**config.mk**
```make
export PLATFORM = sky130hd
export DESIGN_NAME = wb_scoreboard_flat
export DESIGN_NICKNAME = d
export VERILOG_FILES = /design/src/rtl/mips_pkg.sv /design/src/rtl/wb_scoreboard_if.sv /design/src/rtl/sb_counter_bank.sv /design/src/rtl/wb_scoreboard.sv /design/src/flat_wrapper.sv
export SDC_FILE = /design/constraint.sdc
export NUM_CORES = 1
export LEC_CHECK = 0
export CORE_ASPECT_RATIO = 0.8
export CORE_MARGIN = 5
export CORE_UTILIZATION = 49
export DETAILED_ROUTE_END_ITERATION = 10
export GPL_TIMING_DRIVEN = 0
export MAX_ROUTING_LAYER = met4
export PLACE_DENSITY = 0.82
export SYNTH_ARGS = -nofsm -noshare
export SYNTH_HDL_FRONTEND = slang
export SYNTH_SLANG_ARGS = --single-unit
```
**constraint.sdc**
```tcl
create_clock -name clk -period 6.8 [get_ports clk]
set_clock_uncertainty 0.1 [all_clocks]
set_input_delay 1.7 -clock clk [delete_from_list [all_inputs] [get_ports clk]]
set_output_delay 1.7 -clock clk [all_outputs]
set_load 0.005 [all_outputs]
```
**src/rtl/mips_pkg.sv**
```systemverilog
// Shared MIPS pipeline definitions: architectural register file geometry,
// register-index type and the hard-wired zero register.
package mips_pkg;
  localparam int NREG     = 32;
  localparam int AW       = 5;
  localparam int DW       = 32;
  localparam int CW       = 2;
  localparam int REG_ZERO = 0;

  typedef logic [AW-1:0] reg_idx_t;
  typedef logic [DW-1:0] word_t;
endpackage

```
**src/rtl/wb_scoreboard_if.sv**
```systemverilog
// Bundle between the MEM/decode stages (master) and the writeback scoreboard (slave).
// Handshake: id_issue is a valid and ~id_hazard its ready; an issue transfers only when both hold.
interface wb_scoreboard_if #(
  parameter int AW = mips_pkg::AW,
  parameter int DW = mips_pkg::DW
);
  logic          mem_valid;
  logic          mem_regwrite;
  logic          mem_memtoreg;
  logic [AW-1:0] mem_dest;
  logic [DW-1:0] mem_alu;
  logic [DW-1:0] mem_rdata;
  logic          id_issue;
  logic [AW-1:0] id_dest;
  logic [AW-1:0] id_rs;
  logic [AW-1:0] id_rt;
  logic          id_rs_used;
  logic          id_rt_used;
  logic [DW-1:0] rf_rd1;
  logic [DW-1:0] rf_rd2;
  logic          regwrite;
  logic [AW-1:0] writebackreg;
  logic [DW-1:0] data_towrite_memwb;
  logic [DW-1:0] id_rd1;
  logic [DW-1:0] id_rd2;
  logic          id_hazard;

  modport master (
    output mem_valid, mem_regwrite, mem_memtoreg, mem_dest, mem_alu, mem_rdata,
    output id_issue, id_dest, id_rs, id_rt, id_rs_used, id_rt_used, rf_rd1, rf_rd2,
    input  regwrite, writebackreg, data_towrite_memwb, id_rd1, id_rd2, id_hazard
  );

  modport slave (
    input  mem_valid, mem_regwrite, mem_memtoreg, mem_dest, mem_alu, mem_rdata,
    input  id_issue, id_dest, id_rs, id_rt, id_rs_used, id_rt_used, rf_rd1, rf_rd2,
    output regwrite, writebackreg, data_towrite_memwb, id_rd1, id_rd2, id_hazard
  );
endinterface

```
**src/rtl/sb_counter_bank.sv**
```systemverilog
// Per-register pending-writer counters with one increment, one decrement
// and three read ports (two sources plus the issuing destination).
module sb_counter_bank
  import mips_pkg::*;
#(
  parameter int NREG = mips_pkg::NREG,
  parameter int AW   = mips_pkg::AW,
  parameter int CW   = mips_pkg::CW
) (
  input  logic          clk,
  input  logic          rst,
  input  logic          inc_en,
  input  logic [AW-1:0] inc_idx,
  input  logic          dec_en,
  input  logic [AW-1:0] dec_idx,
  input  logic [AW-1:0] rd_idx_a,
  input  logic [AW-1:0] rd_idx_b,
  input  logic [AW-1:0] rd_idx_c,
  output logic [CW-1:0] rd_cnt_a,
  output logic [CW-1:0] rd_cnt_b,
  output logic [CW-1:0] rd_cnt_c
);
  logic [CW-1:0]   cnt [NREG];
  logic [NREG-1:0] inc_vec;
  logic [NREG-1:0] dec_vec;

  // Register zero is masked out here, so its counter never leaves reset.
  always_comb begin
    inc_vec = '0;
    dec_vec = '0;
    if (inc_en) inc_vec[inc_idx] = 1'b1;
    if (dec_en) dec_vec[dec_idx] = 1'b1;
    inc_vec[REG_ZERO] = 1'b0;
    dec_vec[REG_ZERO] = 1'b0;
  end

  // A commit with no recorded producer (e.g. writes issued before the
  // scoreboard was tracking them) must not wrap the counter to full.
  always_ff @(posedge clk) begin
    if (rst) begin
      for (int r = 0; r < NREG; r++) cnt[r] <= '0;
    end else begin
      for (int r = 0; r < NREG; r++) begin
        if (inc_vec[r] && !dec_vec[r] && cnt[r] != '1)
          cnt[r] <= cnt[r] + CW'(1);
        else if (dec_vec[r] && !inc_vec[r] && cnt[r] != '0)
          cnt[r] <= cnt[r] - CW'(1);
      end
    end
  end

  assign rd_cnt_a = cnt[rd_idx_a];
  assign rd_cnt_b = cnt[rd_idx_b];
  assign rd_cnt_c = cnt[rd_idx_c];
endmodule

```
**src/rtl/wb_scoreboard.sv**
```systemverilog
// Writeback stage: MEM/WB register driving the register file write port,
// same-cycle bypass onto decode operands, and the RAW/saturation stall.
module wb_scoreboard #(
  parameter int NREG = mips_pkg::NREG,
  parameter int AW   = mips_pkg::AW,
  parameter int DW   = mips_pkg::DW,
  parameter int CW   = mips_pkg::CW
) (
  input logic            clk,
  input logic            rst,
  wb_scoreboard_if.slave bus
);
  import mips_pkg::*;

  localparam logic [AW-1:0] ZERO_IDX = AW'(REG_ZERO);

  logic          regwrite_q;
  logic [AW-1:0] wbreg_q;
  logic [DW-1:0] wdata_q;

  // Index and data hold across idle edges; only the enable drops.
  always_ff @(posedge clk) begin
    if (rst) begin
      regwrite_q <= 1'b0;
      wbreg_q    <= '0;
      wdata_q    <= '0;
    end else if (bus.mem_valid) begin
      regwrite_q <= bus.mem_regwrite && (bus.mem_dest != ZERO_IDX);
      wbreg_q    <= bus.mem_dest;
      wdata_q    <= bus.mem_memtoreg ? bus.mem_rdata : bus.mem_alu;
    end else begin
      regwrite_q <= 1'b0;
    end
  end

  assign bus.regwrite           = regwrite_q;
  assign bus.writebackreg       = wbreg_q;
  assign bus.data_towrite_memwb = wdata_q;

  logic [CW-1:0] cnt_rs, cnt_rt, cnt_dest;
  logic          inc_en;
  logic          hit_rs, hit_rt;
  logic          busy_rs, busy_rt, sat_dest;
  logic          hazard;

  sb_counter_bank #(.NREG(NREG), .AW(AW), .CW(CW)) u_bank (
    .clk      (clk),
    .rst      (rst),
    .inc_en   (inc_en),
    .inc_idx  (bus.id_dest),
    .dec_en   (regwrite_q),
    .dec_idx  (wbreg_q),
    .rd_idx_a (bus.id_rs),
    .rd_idx_b (bus.id_rt),
    .rd_idx_c (bus.id_dest),
    .rd_cnt_a (cnt_rs),
    .rd_cnt_b (cnt_rt),
    .rd_cnt_c (cnt_dest)
  );

  assign hit_rs = regwrite_q && (wbreg_q == bus.id_rs) && (bus.id_rs != ZERO_IDX);
  assign hit_rt = regwrite_q && (wbreg_q == bus.id_rt) && (bus.id_rt != ZERO_IDX);

  assign bus.id_rd1 = hit_rs ? wdata_q : bus.rf_rd1;
  assign bus.id_rd2 = hit_rt ? wdata_q : bus.rf_rd2;

  // The committing writer is visible through the bypass, so it no longer counts.
  assign busy_rs  = cnt_rs > (hit_rs ? CW'(1) : CW'(0));
  assign busy_rt  = cnt_rt > (hit_rt ? CW'(1) : CW'(0));
  assign sat_dest = (cnt_dest == '1);

  assign hazard = (bus.id_rs_used && busy_rs) ||
                  (bus.id_rt_used && busy_rt) ||
                  (bus.id_issue && sat_dest);

  assign bus.id_hazard = hazard;
  assign inc_en        = bus.id_issue && !hazard && (bus.id_dest != ZERO_IDX);
endmodule
```
**src/flat_wrapper.sv**
```systemverilog
// flat-port wrapper written by rule: the top's interface ports become plain ports
module wb_scoreboard_flat import mips_pkg::*;
#(
  parameter int NREG = mips_pkg::NREG,
  parameter int AW   = mips_pkg::AW,
  parameter int DW   = mips_pkg::DW,
  parameter int CW   = mips_pkg::CW
)
  (clk, rst, bus_mem_valid, bus_mem_regwrite, bus_mem_memtoreg, bus_mem_dest, bus_mem_alu, bus_mem_rdata, bus_id_issue, bus_id_dest, bus_id_rs, bus_id_rt, bus_id_rs_used, bus_id_rt_used, bus_rf_rd1, bus_rf_rd2, bus_regwrite, bus_writebackreg, bus_data_towrite_memwb, bus_id_rd1, bus_id_rd2, bus_id_hazard);
  wb_scoreboard_if #(.AW(AW), .DW(DW)) bus_i ();
  input logic clk;
  input logic rst;
  input wire logic [$bits(bus_i.mem_valid)-1:0] bus_mem_valid;
  input wire logic [$bits(bus_i.mem_regwrite)-1:0] bus_mem_regwrite;
  input wire logic [$bits(bus_i.mem_memtoreg)-1:0] bus_mem_memtoreg;
  input wire logic [$bits(bus_i.mem_dest)-1:0] bus_mem_dest;
  input wire logic [$bits(bus_i.mem_alu)-1:0] bus_mem_alu;
  input wire logic [$bits(bus_i.mem_rdata)-1:0] bus_mem_rdata;
  input wire logic [$bits(bus_i.id_issue)-1:0] bus_id_issue;
  input wire logic [$bits(bus_i.id_dest)-1:0] bus_id_dest;
  input wire logic [$bits(bus_i.id_rs)-1:0] bus_id_rs;
  input wire logic [$bits(bus_i.id_rt)-1:0] bus_id_rt;
  input wire logic [$bits(bus_i.id_rs_used)-1:0] bus_id_rs_used;
  input wire logic [$bits(bus_i.id_rt_used)-1:0] bus_id_rt_used;
  input wire logic [$bits(bus_i.rf_rd1)-1:0] bus_rf_rd1;
  input wire logic [$bits(bus_i.rf_rd2)-1:0] bus_rf_rd2;
  output wire logic [$bits(bus_i.regwrite)-1:0] bus_regwrite;
  output wire logic [$bits(bus_i.writebackreg)-1:0] bus_writebackreg;
  output wire logic [$bits(bus_i.data_towrite_memwb)-1:0] bus_data_towrite_memwb;
  output wire logic [$bits(bus_i.id_rd1)-1:0] bus_id_rd1;
  output wire logic [$bits(bus_i.id_rd2)-1:0] bus_id_rd2;
  output wire logic [$bits(bus_i.id_hazard)-1:0] bus_id_hazard;
  assign bus_i.mem_valid = bus_mem_valid;
  assign bus_i.mem_regwrite = bus_mem_regwrite;
  assign bus_i.mem_memtoreg = bus_mem_memtoreg;
  assign bus_i.mem_dest = bus_mem_dest;
  assign bus_i.mem_alu = bus_mem_alu;
  assign bus_i.mem_rdata = bus_mem_rdata;
  assign bus_i.id_issue = bus_id_issue;
  assign bus_i.id_dest = bus_id_dest;
  assign bus_i.id_rs = bus_id_rs;
  assign bus_i.id_rt = bus_id_rt;
  assign bus_i.id_rs_used = bus_id_rs_used;
  assign bus_i.id_rt_used = bus_id_rt_used;
  assign bus_i.rf_rd1 = bus_rf_rd1;
  assign bus_i.rf_rd2 = bus_rf_rd2;
  assign bus_regwrite = bus_i.regwrite;
  assign bus_writebackreg = bus_i.writebackreg;
  assign bus_data_towrite_memwb = bus_i.data_towrite_memwb;
  assign bus_id_rd1 = bus_i.id_rd1;
  assign bus_id_rd2 = bus_i.id_rd2;
  assign bus_id_hazard = bus_i.id_hazard;
  wb_scoreboard #(.NREG(NREG), .AW(AW), .DW(DW), .CW(CW)) u_core (.clk(clk), .rst(rst), .bus(bus_i));
endmodule
```
Word level (Yosys, flattened, before mapping)
Memories as Yosys holds them, arrays and structs flattened.
Index checks and enable logic that the tools add are counted.

cells by class
  $add $sub $neg = 62
  $lt $le $gt $ge = 6
  equal/unequal tests = 34
  muxes and demuxes = 292
  bitwise logic cells = 63
  reduce and logical (&&, ||, !) cells = 237

operators by type and width
  kind                                                                                 number
  1-bit 2-to-1 mux                                                                     223
  32-bit 2-to-1 mux                                                                    5
  1-bit logical AND                                                                    136
  2-bit 2-to-1 mux                                                                     62
  1-bit logical NOT                                                                    63
  2-bit by 1-bit adder with 2-bit output, second input constant                        31
  2-bit inequality test, second input constant                                         31
  1-bit OR                                                                             62
  2-bit nonzero test                                                                   31
  2-bit by 1-bit subtractor with 2-bit output, second input constant                   31
  5-bit nonzero test                                                                   4
  5-bit by 6-bit less-than comparator with 1-bit output, second input constant         2
  1-bit demux with 5-bit select                                                        2
  5-bit equality test                                                                  2
  5-bit by 1-bit greater-or-equal comparator with 1-bit output, second input constant  2
  2-bit greater-than comparator                                                        2
  2-bit equality test, second input constant                                           1
  1-bit logical OR                                                                     2
  2-bit OR reduction                                                                   1
  1-bit inverter                                                                       1

storage, ports and cells
  flip-flop bits (word level) = 38
  RAM bits = 64
  input bits = 156
  output and inout bits = 103
  word-level logic and storage cells = 698
  memories kept = 1

memories
  name               depth  bits a word  read ports  clocked after memory_dff  wr ports  line                   source
  u_core.u_bank.cnt  32     2            34          0                         32        sb_counter_bank.sv:23  logic [CW-1:0] cnt [NREG];

Longest topological paths before layout
Gate-level depths: netlist of the first run.

  depth in word-level cells = 20
  depth in mapped cells = 19
  depth with buffers taken out = 13

By module
Synthesis of the first run repeated with hierarchy kept, for this count alone.

unflattened totals
  cell total of the unflattened synthesis = 873
  area, all modules = 8568.2 um2

modules (own cells, without submodules)
  module           times used  cells each  area an instance (um2)  sequential area each (um2)
  sb_counter_bank  1           607         5958.2                  1861.8
  wb_scoreboard    1           266         2610.0                  760.7

Worst setup path before layout of the first run
Ideal clock, no wire load.

  path type = input port to output port
  from = input port bus_id_rs[1]
  to = output port bus_id_hazard
  arrival = 4.705 ns
  required time = 5.000 ns
  setup slack = 0.295 ns
  cell stages on the path = 17
  path buffers = 6
  cell sequence = buf_4 > buf_1 > nor4_1 > nor3_1 > a21oi_1 > nor4_1 > and3_1 > clkbuf_1 > clkbuf_1 > ha_1 > nor2_1 > a21o_1 > a2111oi_2 > and3_1 > buf_6 > buf_12 > o21ai_0

on the way
  longest elaborated chain between the ends = 8

ends and longest elaborated chain
  element                                                         line                 source
  from (decl)                                                     flat_wrapper.sv:21   input wire logic [$bits(bus_i.id_rs)-1:0] bus_id_rs;
  branches (longest 4 deep; another with memory read 32 x 2 bit)  --
  2-bit greater-than comparator *                                 wb_scoreboard.sv:68  assign busy_rs = cnt_rs > (hit_rs ? CW'(1) : CW'(0));
  1-bit logical AND *                                             wb_scoreboard.sv:72  assign hazard = (bus.id_rs_used && busy_rs) ||
  1-bit logical OR *                                              wb_scoreboard.sv:72
  1-bit logical OR *                                              wb_scoreboard.sv:73  (bus.id_rt_used && busy_rt) ||
  to (decl)                                                       flat_wrapper.sv:32   output wire logic [$bits(bus_i.id_hazard)-1:0] bus_id_hazard;

Mark *: on every way between the ends.

Worst setup path after layout of the first run
  from = input port bus_id_rt[0]
  to = output port bus_id_hazard

on the way
  longest elaborated chain between the ends = 8

ends and longest elaborated chain
  element                                                         line                 source
  from (decl)                                                     flat_wrapper.sv:22   input wire logic [$bits(bus_i.id_rt)-1:0] bus_id_rt;
  branches (longest 4 deep; another with memory read 32 x 2 bit)  --
  2-bit greater-than comparator *                                 wb_scoreboard.sv:69  assign busy_rt = cnt_rt > (hit_rt ? CW'(1) : CW'(0));
  1-bit logical AND *                                             wb_scoreboard.sv:73
  1-bit logical OR *                                              wb_scoreboard.sv:72
  1-bit logical OR *                                              wb_scoreboard.sv:73

Marked as above.

==> results of run 1 <==
==> state kept, by name (all words and copies together) (netlist names) <==
signal,count
u_core.u_bank.cnt,62
u_core.bus.regwrite,1
u_core.bus.data_towrite_memwb,32
u_core.bus.writebackreg,5
==> timing repair <==
| action | 4_1_cts | 5_1_grt |
|---|---|---|
| pin swaps | 3 | 2 |
| endpoints found under the setup margin | 64 | 1 |
| cloned | 0 | 0 |
| setup buffers | 5 | 2 |
| gates resized for setup | 44 | 4 |
==> metal layers <==
layer	wire, um	vias to the layer above	global-route usage [%]
met3	4510	85	9.00
li1	-	4068	-
met1	14900	4461	47.9
met5	0	-	-
met4	1170	0	11.6
met2	15900	685	49.6
==> how the worst max path moves through the flow <==
stage,from,to,slack [ps]
6_report,bus_id_rt[0],bus_id_hazard,110
3_3_place_gp,bus_id_rt[1],bus_id_hazard,-1700
5_1_grt,bus_id_rt[0],bus_id_hazard,30
2_1_floorplan,bus_id_rs[1],bus_id_hazard,300
3_5_place_dp,bus_id_rt[1],bus_id_hazard,-1720
4_1_cts,bus_id_rt[0],bus_id_hazard,90
==> cell families (layout without fill, tap and decap cells) <==
group | count (synthesis) | in the layout | share of synthesized area [%]
simple gates | 326 | 326 | 19.1
compound gates | 188 | 188 | 15.8
mux | 171 | 171 | 25.9
flops | 100 | 100 | 30.2
buf+inv | 96 | 362 | 5.05
xor+xnor | 33 | 33 | 3.33
fa+ha+maj | 4 | 4 | 0.577
other cells | 0 | 1 | 0
==> cells in the final DEF (no fill, tap or decap), drive strengths merged, types with 4 or more instances in the layout <==
cell           count
a211oi            53
a21o               8
a21oi             31
a221oi             5
a22oi              4
a311o              6
a311oi             6
a31oi              5
and3               7
and3b              5
buf               49
clkbuf            57
clkdlybuf4s50    241
dfxtp             38
edfxtp            62
ha                 4
inv                8
mux2              70
mux2i             65
mux4              36
nand2             61
nand2b             6
nand3             45
nand4             25
nor2             105
nor2b              8
nor3              11
nor3b              7
nor4               5
o211ai            25
o21ai              9
o22ai              4
o311ai             4
or2               12
or3                8
or3b               6
xnor2             15
xor2              18
==> power by group through the flow <==
stage / registers, mW / logic (mW) / clock network [mW]
3_3_place_gp: 0.753 / 0.499 / 0
6_report: 0.747 / 0.534 / 0.566
2_1_floorplan: 0.733 / 0.257 / 0
4_1_cts: 0.742 / 0.516 / 0.565
3_5_place_dp: 0.755 / 0.505 / 0
5_1_grt: 0.750 / 0.560 / 0.585
==> layout make-up <==
class / count / area (sq um)
diodes: 1 / 2.50
plain buffers: 85 / 498
clock buffers: 12 / 267
clock inverters: 4 / 55.1
fillers: 1384 / 5470
inverters: 8 / 30.0
multi-input cells: 722 / 5650
flip-flops and latches: 100 / 2620
well taps: 225 / 282
repair buffers: 253 / 2500
==> worst register-to-register path: stages, from the launching register on <==
cell and delay (ps):
edfxtp_1 360, buf_1 240, mux4_2 510, mux4_2 500
mux2i_1 170, ha_1 170, nor2_1 50, a21o_1 190
a2111oi_4 310, and3_4 260, buf_8 120, buf_4 170
nand4_1 540, o311ai_1 600
==> metrics by stage <==
| stage | power [mW] | instances | hold WS (ps) | util, % | cell area, sq um |
|---|---|---|---|---|---|
| after global placement | 1.25 | 1389 | 399 | 65.7 | 11400 |
| final | 1.85 | 1410 | 426 | 68.5 | 11900 |
| after global routing | 1.90 | 1410 | 444 | 68.5 | 11900 |
| after floorplan | 0.990 | 918 | 396 | - | 8680 |
| after detailed placement | 1.26 | 1389 | 413 | 65.8 | 11400 |
| after CTS | 1.82 | 1407 | 424 | 68.3 | 11900 |
==> out/qor.yml, run 1 <==
worst_hold_path:
  hp-start: "u_core.bus.data_towrite_memwb[10]$_SDFFE_PP0P_"
  worstHoldPathCells: 2
  min_path_type: "reg -> reg"
  min_to: "u_core.bus.data_towrite_memwb[10]$_SDFFE_PP0P_"
place:
  place_worst_setup_slack_ps: -1720
  gp_congestion: 1.04
  io_buffers: 246
  dp_hpwl_mm: 28.3
yosys:
  synth_ff_type: "edfxtp_1"
  synth.avg_cell_area_sq_um: 9.45
  synth_edf_count: 62
  synth-warning-count: 0
  yosys.area.top_type: "edfxtp_1"
  synthesis.nets: 1078
  netlist_area_sq_um: 8680
  async_flop_share_pct: 0
  yosys-top-cells-area: "edfxtp_1 21%, mux4_2 9.3%, mux2_2 8.8%"
  synthDistinctLibCells: 73
  synthTopCellsByCount: "104 x nor2_1, 68 x mux2_2, 65 x mux2i_1, 62 x edfxtp_1, 61 x nand2_1"
  yosys.cell_count.top_type: "nor2_1"
  synth_top_area_share_pct: 21.5
  ys_seq_area_share_pct: 30.2
  synth_cells: 918
  ys_seq_elements: 100
floorplanning:
  io_pins: 259
  coreArea_sq_um: 17400
  die_h_um: 129
  die_w_um: 159
  num_rows: 43
  die_area_sq_um: 20500
  floorplan.initialDensity_pct: 49.9
timing:
  slew_headroom_pct: 27.6
  finalHoldViolations: 0
  fmax_mhz: 149
  setup_viol: 0
  tightest_slew_ps: 1080
  maxSlewViolCount: 0
  tns_ps: 0
  finalCritPeriodShare_pct: 98.4
  fin_crit_ps: 6690
  rsz0062_at_grt: "no"
  finalWorstSetupSlack_ps: 110
global_route:
  grt_pass1_wl_mm: 53.1
  grt_max_degree: 20
  antenna_found_initial: 1
  grt_overflow: 0
  grtUsageTotal_pct: 34.6
  grt_pass1_vias: 8748
clock_network:
  clkLatencyLatePin_ps: 360
  cts.sinks: 100
  hold_buffers: 0
  cts_tree: "yes"
  cts_buffer_depth: 2
  cts_buffers: 9
  path_clk_slew_ps: 70
  clockRootBuffer: "clkbuf_16"
  htree_levels: 3
detailed_routing:
  routed_via_density: 6.60
  post_drt_wl_per_cell_um: 25.9
  drc: 0
  drt_iter0_drc: 1252
  drt_wl_total_mm: 36.5
  dr.pass1.iters: 6
  vias: 9299
  postRouteAntennaNets: 0
critical_path:
  ff2ff_path_depth: 13
  crit_chain: "buf_4 -> buf_8 -> buf_12 -> mux4_2 -> mux4_2 -> mux2i_1 -> ha_1 -> nor3b_1 -> a21o_1 -> a2111oi_4 -> and3_4 -> buf_8 -> buf_12 -> o21ai_0 -> dlygate4sd2_1"
  cp_num_buf_inv: 6
  r2r_slack_ps: 2190
  crit_path_end_kind: "output pin"
  slowest_stage: "mux4_2"
  cp.depth: 15
  cp_top_family: "multiplexers"
  cp-start-kind: "input port"
  cpPeakStageDelay_ps: 520
  crit_type: "in -> out"
  crit_fanout: 10
  rr_startpoint: "u_core.u_bank.cnt[26][0]$_SDFFCE_PP0P_"
  cp.required_ps: 5000
  r2r_end: "u_core.u_bank.cnt[28][0]$_SDFFCE_PP0P_"
  cp.arrival_ps: 4890
run_status:
  status: "complete, no violations"
power_and_ir_drop:
  p_clk_share_pct: 30.6
  vdd_drop_max_mv: 0.110
  pwr-share-seq_pct: 40.4
  combPwrFrac_pct: 28.9
  internal-power_mw: 1.29
  power_density_nw_per_um2: 155
  p_sw_uw: 556
  p_sw_share_pct: 30.1
  leakage_nw: 4.20
run:
  maxCapViolations: 0
final_layout:
  drive_gt1_share_pct: 15.3
  area_delta_synth_final_pct: 37.2
  final_nets: 1339
(Power assumes the default switching activity.)
==> run 2: changes to the inputs <==
--- a/config.mk
+++ b/config.mk
@@ -5,13 +5,14 @@
 export SDC_FILE = /design/constraint.sdc
 export NUM_CORES = 1
 export LEC_CHECK = 0
+export ABC_AREA = 1
 export CORE_ASPECT_RATIO = 0.8
 export CORE_MARGIN = 5
 export CORE_UTILIZATION = 49
 export DETAILED_ROUTE_END_ITERATION = 10
 export GPL_TIMING_DRIVEN = 0
 export MAX_ROUTING_LAYER = met4
-export PLACE_DENSITY = 0.82
+export PLACE_DENSITY = 0.81
 export SYNTH_ARGS = -nofsm -noshare
 export SYNTH_HDL_FRONTEND = slang
 export SYNTH_SLANG_ARGS = --single-unit
==> run 2 against run 1 <==
Register-to-register slack improved by 700 ps. Power rose by 2.6%. Via count rose by 25%. Critical path type unchanged. Critical endpoint unchanged.
==> out/qor.yml, run 2 <==
final_layout:
  largest-register: "u_core.u_bank.cnt"
  final_cell_mix: "514 x nand2_1, 249 x clkdlybuf4s50_1, 167 x nand3_1"
  final_nets: 1890  # +41%
  seq_area_sq_um: 2620  # unchanged
  multi_input_area_sq_um: 5270  # -6.8%
  drive_gt1_share_pct: 4.96  # -10 points
  finalNonFillerCells: 1961  # +39%
  area_delta_synth_final_pct: 36.4
  layout_commonest_cell: "nand2_1"
  n_fill_cell: 1523  # +10%
  largest_reg_flops: 62  # unchanged
  fin_util_pct: 68.5  # about the same
place:
  place_inst: 1946  # +40%
  dp_hpwl_mm: 33.6  # +19%
  io_buffers: 252  # +2.4%
  gp_congestion: 1.07  # +3.2%
floorplanning:
  die_area_sq_um: 20700  # +1.1%
  die_h_um: 130  # +0.53%
  floorplan.initialDensity_pct: 50.2  # +0.27 points
  num_rows: 43  # unchanged
  io_pins: 259  # unchanged
  coreArea_sq_um: 17500  # +0.62%
  die_w_um: 160  # +0.54%
yosys:
  synth_cells: 1468  # +60%
  ys_seq_elements: 100  # unchanged
  netlist_area_sq_um: 8780  # +1.2%
  ys_seq_area_share_pct: 29.9  # -0.34 points
  synthTopCellsByCount: "514 x nand2_1, 167 x nand3_1, 151 x nor2_1, 149 x inv_1, 70 x a21oi_1"
  synth.avg_cell_area_sq_um: 5.98  # -37%
  yosys.cell_count.top_type: "nand2_1"
  synthDistinctLibCells: 35  # -52%
  async_flop_share_pct: 0  # unchanged
  yosys.area.top_type: "nand2_1"
  synth_ff_type: "edfxtp_1"
  synth_top_area_share_pct: 22.0  # +0.53 points
  yosys-top-cells-area: "nand2_1 22%, edfxtp_1 21%, nand3_1 9.5%"
  synthesis.nets: 1628  # +51%
  synth_edf_count: 62  # unchanged
  synth-warning-count: 0  # unchanged
power_and_ir_drop:
  power_density_nw_per_um2: 158  # +2.0%
  leakage_nw: 5.38  # +28%
  vdd_drop_max_mv: 0.125  # +13%
  power_mw: 1.89  # +2.6%
clock_network:
  cts_buffers: 9  # unchanged
  htree_levels: 3  # unchanged
  cts_buffer_depth: 2  # unchanged
  cts_tree: "yes"
  clkLatencyLatePin_ps: 370  # about the same
  cts.sinks: 100  # unchanged
  clockRootBuffer: "clkbuf_16"
  hold_buffers: 0  # unchanged
  path_clk_slew_ps: 80  # about the same
timing:
  tightest_slew_ps: 1320  # +240 ps
  rsz0062_at_grt: "no"
  maxSlewViolCount: 0  # unchanged
  finalCritPeriodShare_pct: 99.4  # +1.0 points
  tns_ps: 0  # unchanged
  fin_crit_ps: 6760  # +69.0 ps
  setup_viol: 0  # unchanged
  finalHoldViolations: 0  # unchanged
  slew_headroom_pct: 11.2  # -16 points
  fmax_mhz: 148  # -1.0%
detailed_routing:
  vias: 11600  # +25%
  drt_iter0_drc: 1746  # +39%
  drt_wl_total_mm: 42.2  # +16%
  routed_via_density: 5.94  # -10%
  postRouteAntennaNets: 0  # unchanged
  post_drt_wl_per_cell_um: 21.5  # -17%
  dr.pass1.iters: 7  # +1
  drc: 0  # unchanged
critical_path:
  rr_startpoint: "u_core.bus.writebackreg[2]$_SDFFE_PP0P_"
  cp-start-kind: "input port"
  r2r_end: "u_core.u_bank.cnt[27][1]$_SDFFCE_PP0P_"
  crit_path_end_kind: "output pin"
  crit_fanout: 19  # +9
  cp-endpoint: "bus_id_hazard"
  crit_type: "in -> out"
  r2r_slack_ps: 2890  # +700 ps
  cp.arrival_ps: 4960  # +70 ps
  crit_start: "bus_id_rt[2]"
  cp.required_ps: 5000  # about the same
  ff2ff_path_depth: 15  # +2
run:
  maxCapViolations: 0  # unchanged
global_route:
  grtUsageTotal_pct: 40.8  # +6.2 points
  grt_max_degree: 21  # +5.0%
  grt_pass1_vias: 10900  # +25%
  grt_pass1_wl_mm: 62.8  # +18%
  antenna_found_initial: 1  # unchanged
  grt_overflow: 0  # unchanged
run_status:
  status: "complete, no violations"
worst_hold_path:
  min_path_type: "reg -> reg"
-- run 2: cell families after synthesis --
family                     count (synthesis)  share of synthesized area [%]
DFF                                      100                           29.9
muxes                                     18                           2.31
adders and majority gates                  4                          0.570
buffers and inverters                    234                           10.3
AOI/OAI and AO/OA                        196                           12.9
xor gates and xnor gates                  11                           1.10
and+or+nand+nor                          905                           42.9
-- run 2: metrics by stage --
stage	hold WS, ps	area (sq um)	worst slack (ps)
6_report	436	12000	41.5
3_3_place_gp	395	11600	-767
3_5_place_dp	401	11600	-770
5_1_grt	455	12000	5.97
2_1_floorplan	393	8780	1100
4_1_cts	429	11900	16.4
-- run 2: how the worst min path moves through the flow --
stage | from | to | depth (start not counted)
global placement | u_core.bus.data_towrite_memwb[11]$_SDFFE_PP0P_ | u_core.bus.data_towrite_memwb[11]$_SDFFE_PP0P_ | 2
floorplan | u_core.bus.data_towrite_memwb[10]$_SDFFE_PP0P_ | u_core.bus.data_towrite_memwb[10]$_SDFFE_PP0P_ | 2
detailed placement | u_core.bus.data_towrite_memwb[9]$_SDFFE_PP0P_ | u_core.bus.data_towrite_memwb[9]$_SDFFE_PP0P_ | 2
finish | u_core.bus.data_towrite_memwb[27]$_SDFFE_PP0P_ | u_core.bus.data_towrite_memwb[27]$_SDFFE_PP0P_ | 2
CTS | u_core.bus.data_towrite_memwb[9]$_SDFFE_PP0P_ | u_core.bus.data_towrite_memwb[9]$_SDFFE_PP0P_ | 2
global route | u_core.bus.data_towrite_memwb[6]$_SDFFE_PP0P_ | u_core.bus.data_towrite_memwb[6]$_SDFFE_PP0P_ | 2
-- run 2: per-layer routing --
| metal | vias to the layer above | track usage [%] | share of wire (%) |
|---|---|---|---|
| met5 | - | - | 0 |
| met4 | 0 | 12.2 | 3.2 |
| met3 | 142 | 13.0 | 16 |
| met2 | 883 | 60.1 | 42 |
| met1 | 5260 | 54.1 | 39 |
| li1 | 5361 | - | - |
-- run 2: worst max-delay path, stage by stage --
cell and delay [ps]:
clkdlybuf4s50_1 470, inv_1 310, o22ai_1 120, a2111oi_0 380, nand2_1 180, clkinv_4 220, ha_1 260, or2_2 270
nand3_1 220, nand2_1 150, nand3_2 150, clkdlybuf4s50_1 530
-- run 2: where the power goes --
group / internal, mW / switching (mW)
clock network: 0.299 / 0.274
logic: 0.251 / 0.297
registers: 0.691 / 0.0836
-- run 2: cell type report --
type                            instances  share of cell area, %
Antenna cell                            1                 0.0209
Buffer                                 72                   2.79
Clock buffer                            9                   1.88
Clock inverter                          7                  0.836
Inverter                              157                   4.99
Multi-Input combinational cell       1134                   44.0
Sequential cell                       100                   21.9
Tap cell                              225                   2.35
Timing Repair Buffer                  256                   21.3
-- run 2: repair_timing --
action,in CTS,in global routing
setup endpoints to repair,1,11
gates resized for setup,15,20
pin swaps,1,1
setup buffers,2,1
gates cloned,0,0
==> run 3: changes to the inputs <==
--- a/config.mk
+++ b/config.mk
@@ -13,6 +13,7 @@
 export GPL_TIMING_DRIVEN = 0
 export MAX_ROUTING_LAYER = met4
 export PLACE_DENSITY = 0.81
+export RECOVER_POWER = 50
 export SYNTH_ARGS = -nofsm -noshare
 export SYNTH_HDL_FRONTEND = slang
 export SYNTH_SLANG_ARGS = --single-unit
==> run 3 against run 2 <==
Cell count did not move. Die area did not move. Sequential cell count did not move. Register-to-register slack got worse by 480 ps. Via count fell by 0.15%. Count of clock-buffer cells in the layout did not move. Maximum frequency rose by 0.34%. Critical path type unchanged. Critical endpoint unchanged. Largest cell class unchanged. Largest power group unchanged.
==> out/qor.yml, run 3 (synthesized netlist as in run 2, its figures left out) <==
clock_network:
  cts_tree: "yes"
  hold_buffers: 0  # unchanged
  cts_buffer_depth: 2  # unchanged
  htree_levels: 3  # unchanged
  path_clk_slew_ps: 80  # about the same
  clkLatencyLatePin_ps: 370  # about the same
  cts.sinks: 100  # unchanged
  clockRootBuffer: "clkbuf_16"
  cts_buffers: 9  # unchanged
timing:
  rsz0062_at_grt: "no"
  maxSlewViolCount: 0  # unchanged
  setup_viol: 0  # unchanged
  fmax_mhz: 148  # +0.34%
  fin_crit_ps: 6740  # -23.2 ps
  slew_headroom_pct: 8.79  # -2.4 points
  finalHoldViolations: 0  # unchanged
  tightest_slew_ps: 1360  # +35.9 ps
  finalCritPeriodShare_pct: 99.0  # -0.34 points
  hold-worst-slack_ps: 424  # -11.7 ps
run_status:
  status: "complete, no violations"
floorplanning:
  die_h_um: 130  # unchanged
  num_rows: 43  # unchanged
  die_area_sq_um: 20700  # unchanged
  die_w_um: 160  # unchanged
  coreArea_sq_um: 17500  # unchanged
  io_pins: 259  # unchanged
  floorplan.initialDensity_pct: 50.2  # unchanged
critical_path:
  crit_fanout: 19  # unchanged
  crit_path_end_kind: "output pin"
  cp-start-kind: "input port"
  rr_startpoint: "u_core.bus.writebackreg[2]$_SDFFE_PP0P_"
  cp.required_ps: 5000  # about the same
  crit_type: "in -> out"
  crit_start: "bus_id_rt[2]"
  cp.arrival_ps: 4940  # -20 ps
worst_hold_path:
  hp-start: "u_core.bus.data_towrite_memwb[9]$_SDFFE_PP0P_"
  min_path_type: "reg -> reg"
final_layout:
  area_delta_synth_final_pct: 36.3
  largest_reg_flops: 62  # unchanged
  final_cell_mix: "514 x nand2_1, 211 x clkdlybuf4s50_1, 167 x nand3_1"
  final_nets: 1890  # unchanged
  layout_commonest_cell: "nand2_1"
  largest-register: "u_core.u_bank.cnt"
  drive_gt1_share_pct: 4.67  # -0.29 points
place:
  gp_congestion: 1.07  # unchanged
  dp_hpwl_mm: 33.6  # unchanged
  io_buffers: 252  # unchanged
global_route:
  grt_pass1_vias: 10900  # unchanged
  gr-usage-met3_pct: 13.0  # unchanged
  antenna_found_initial: 1  # unchanged
  grtUsageMet2_pct: 60.1  # unchanged
  grtUsageMet1_pct: 54.1  # unchanged
  grtUsageTotal_pct: 40.8  # unchanged
  grt_max_degree: 21  # unchanged
  grt_pass1_wl_mm: 62.8  # unchanged
  grt_busiest_layer: "met2"
  grt_overflow: 0  # unchanged
detailed_routing:
  vias: 11600  # -0.15%
  dr.pass1.iters: 6  # -1
  post_drt_wl_per_cell_um: 21.6  # +0.21%
  routed_via_density: 5.93  # -0.15%
  drc: 0  # unchanged
  drt_wl_total_mm: 42.3  # +0.21%
  postRouteAntennaNets: 0  # unchanged
  drt_iter0_drc: 1691  # -3.2%
run:
  maxCapViolations: 0  # unchanged
power_and_ir_drop:
  power_density_nw_per_um2: 158  # about the same
  vdd_drop_max_mv: 0.126  # +1.1%
  power_mw: 1.89  # -0.22%
  leakage_nw: 5.45  # +1.2%
[run 3: layout make-up]
type	instances	area, sq um
Clock inverter	7	100
Fill cell	1524	5520
Timing Repair Buffer	256	2550
Buffer	72	327
Sequential cell	100	2620
Tap cell	225	282
Antenna cell	1	2.50
Multi-Input combinational cell	1134	5260
Clock buffer	9	225
Inverter	157	598
[run 3: critical path, stage by stage]
cell and delay, ps:
clkdlybuf4s50_1 540, clkbuf_4 260, o22ai_1 80, a2111oi_0 410, nand2_1 180, clkinv_4 220, ha_1 260, or2_2 270
nand3_1 220, nand2_1 140, nand3_2 120, clkdlybuf4s50_1 520
[run 3: final timing paths]
check / endpoint / slack (ps) / depth (start not counted)
worst max-delay path: bus_id_hazard / 60 / 12
worst min-delay path: u_core.bus.data_towrite_memwb[9]$_SDFFE_PP0P_ / 420 / 2
worst max register to register: u_core.u_bank.cnt[21][0]$_SDFFCE_PP0P_ / 2410 / 14
worst min register to register: u_core.bus.data_towrite_memwb[9]$_SDFFE_PP0P_ / 420 / 2
[run 3: layer usage]
metal	part of all wire (%)	wire [um]	vias to the layer above
met2	42	17800	885
met3	16	6800	122
li1	-	-	5367
met4	3.2	1350	0
met5	0	0	-
met1	39	16400	5254
[run 3: power by group]
| part | internal [mW] | leakage, nW | switching (mW) |
|---|---|---|---|
| Sequential | 0.691 | 0.949 | 0.0833 |
| Combinational | 0.243 | 4.34 | 0.296 |
| Clock | 0.299 | 0.158 | 0.278 |
[run 3: repair_timing]
item / 4_1_cts / 5_1_grt
gates resized for setup: 15 / 20
setup buffers: 2 / 1
pin swaps: 1 / 1
endpoints found under the setup margin: 1 / 11
[run 3: stage by stage]
stage	area [sq um]	instances	TNS, ps	util (%)	setup slack (ps)
detailed placement	11600	1946	-770	66.3	-770
global placement	11600	1945	-767	66.2	-767
finish	12000	1961	0	68.4	64.7
global route	12000	1961	0	68.4	40.4
CTS	11900	1960	0	68.3	16.4
floorplan	8780	1468	0	-	1100
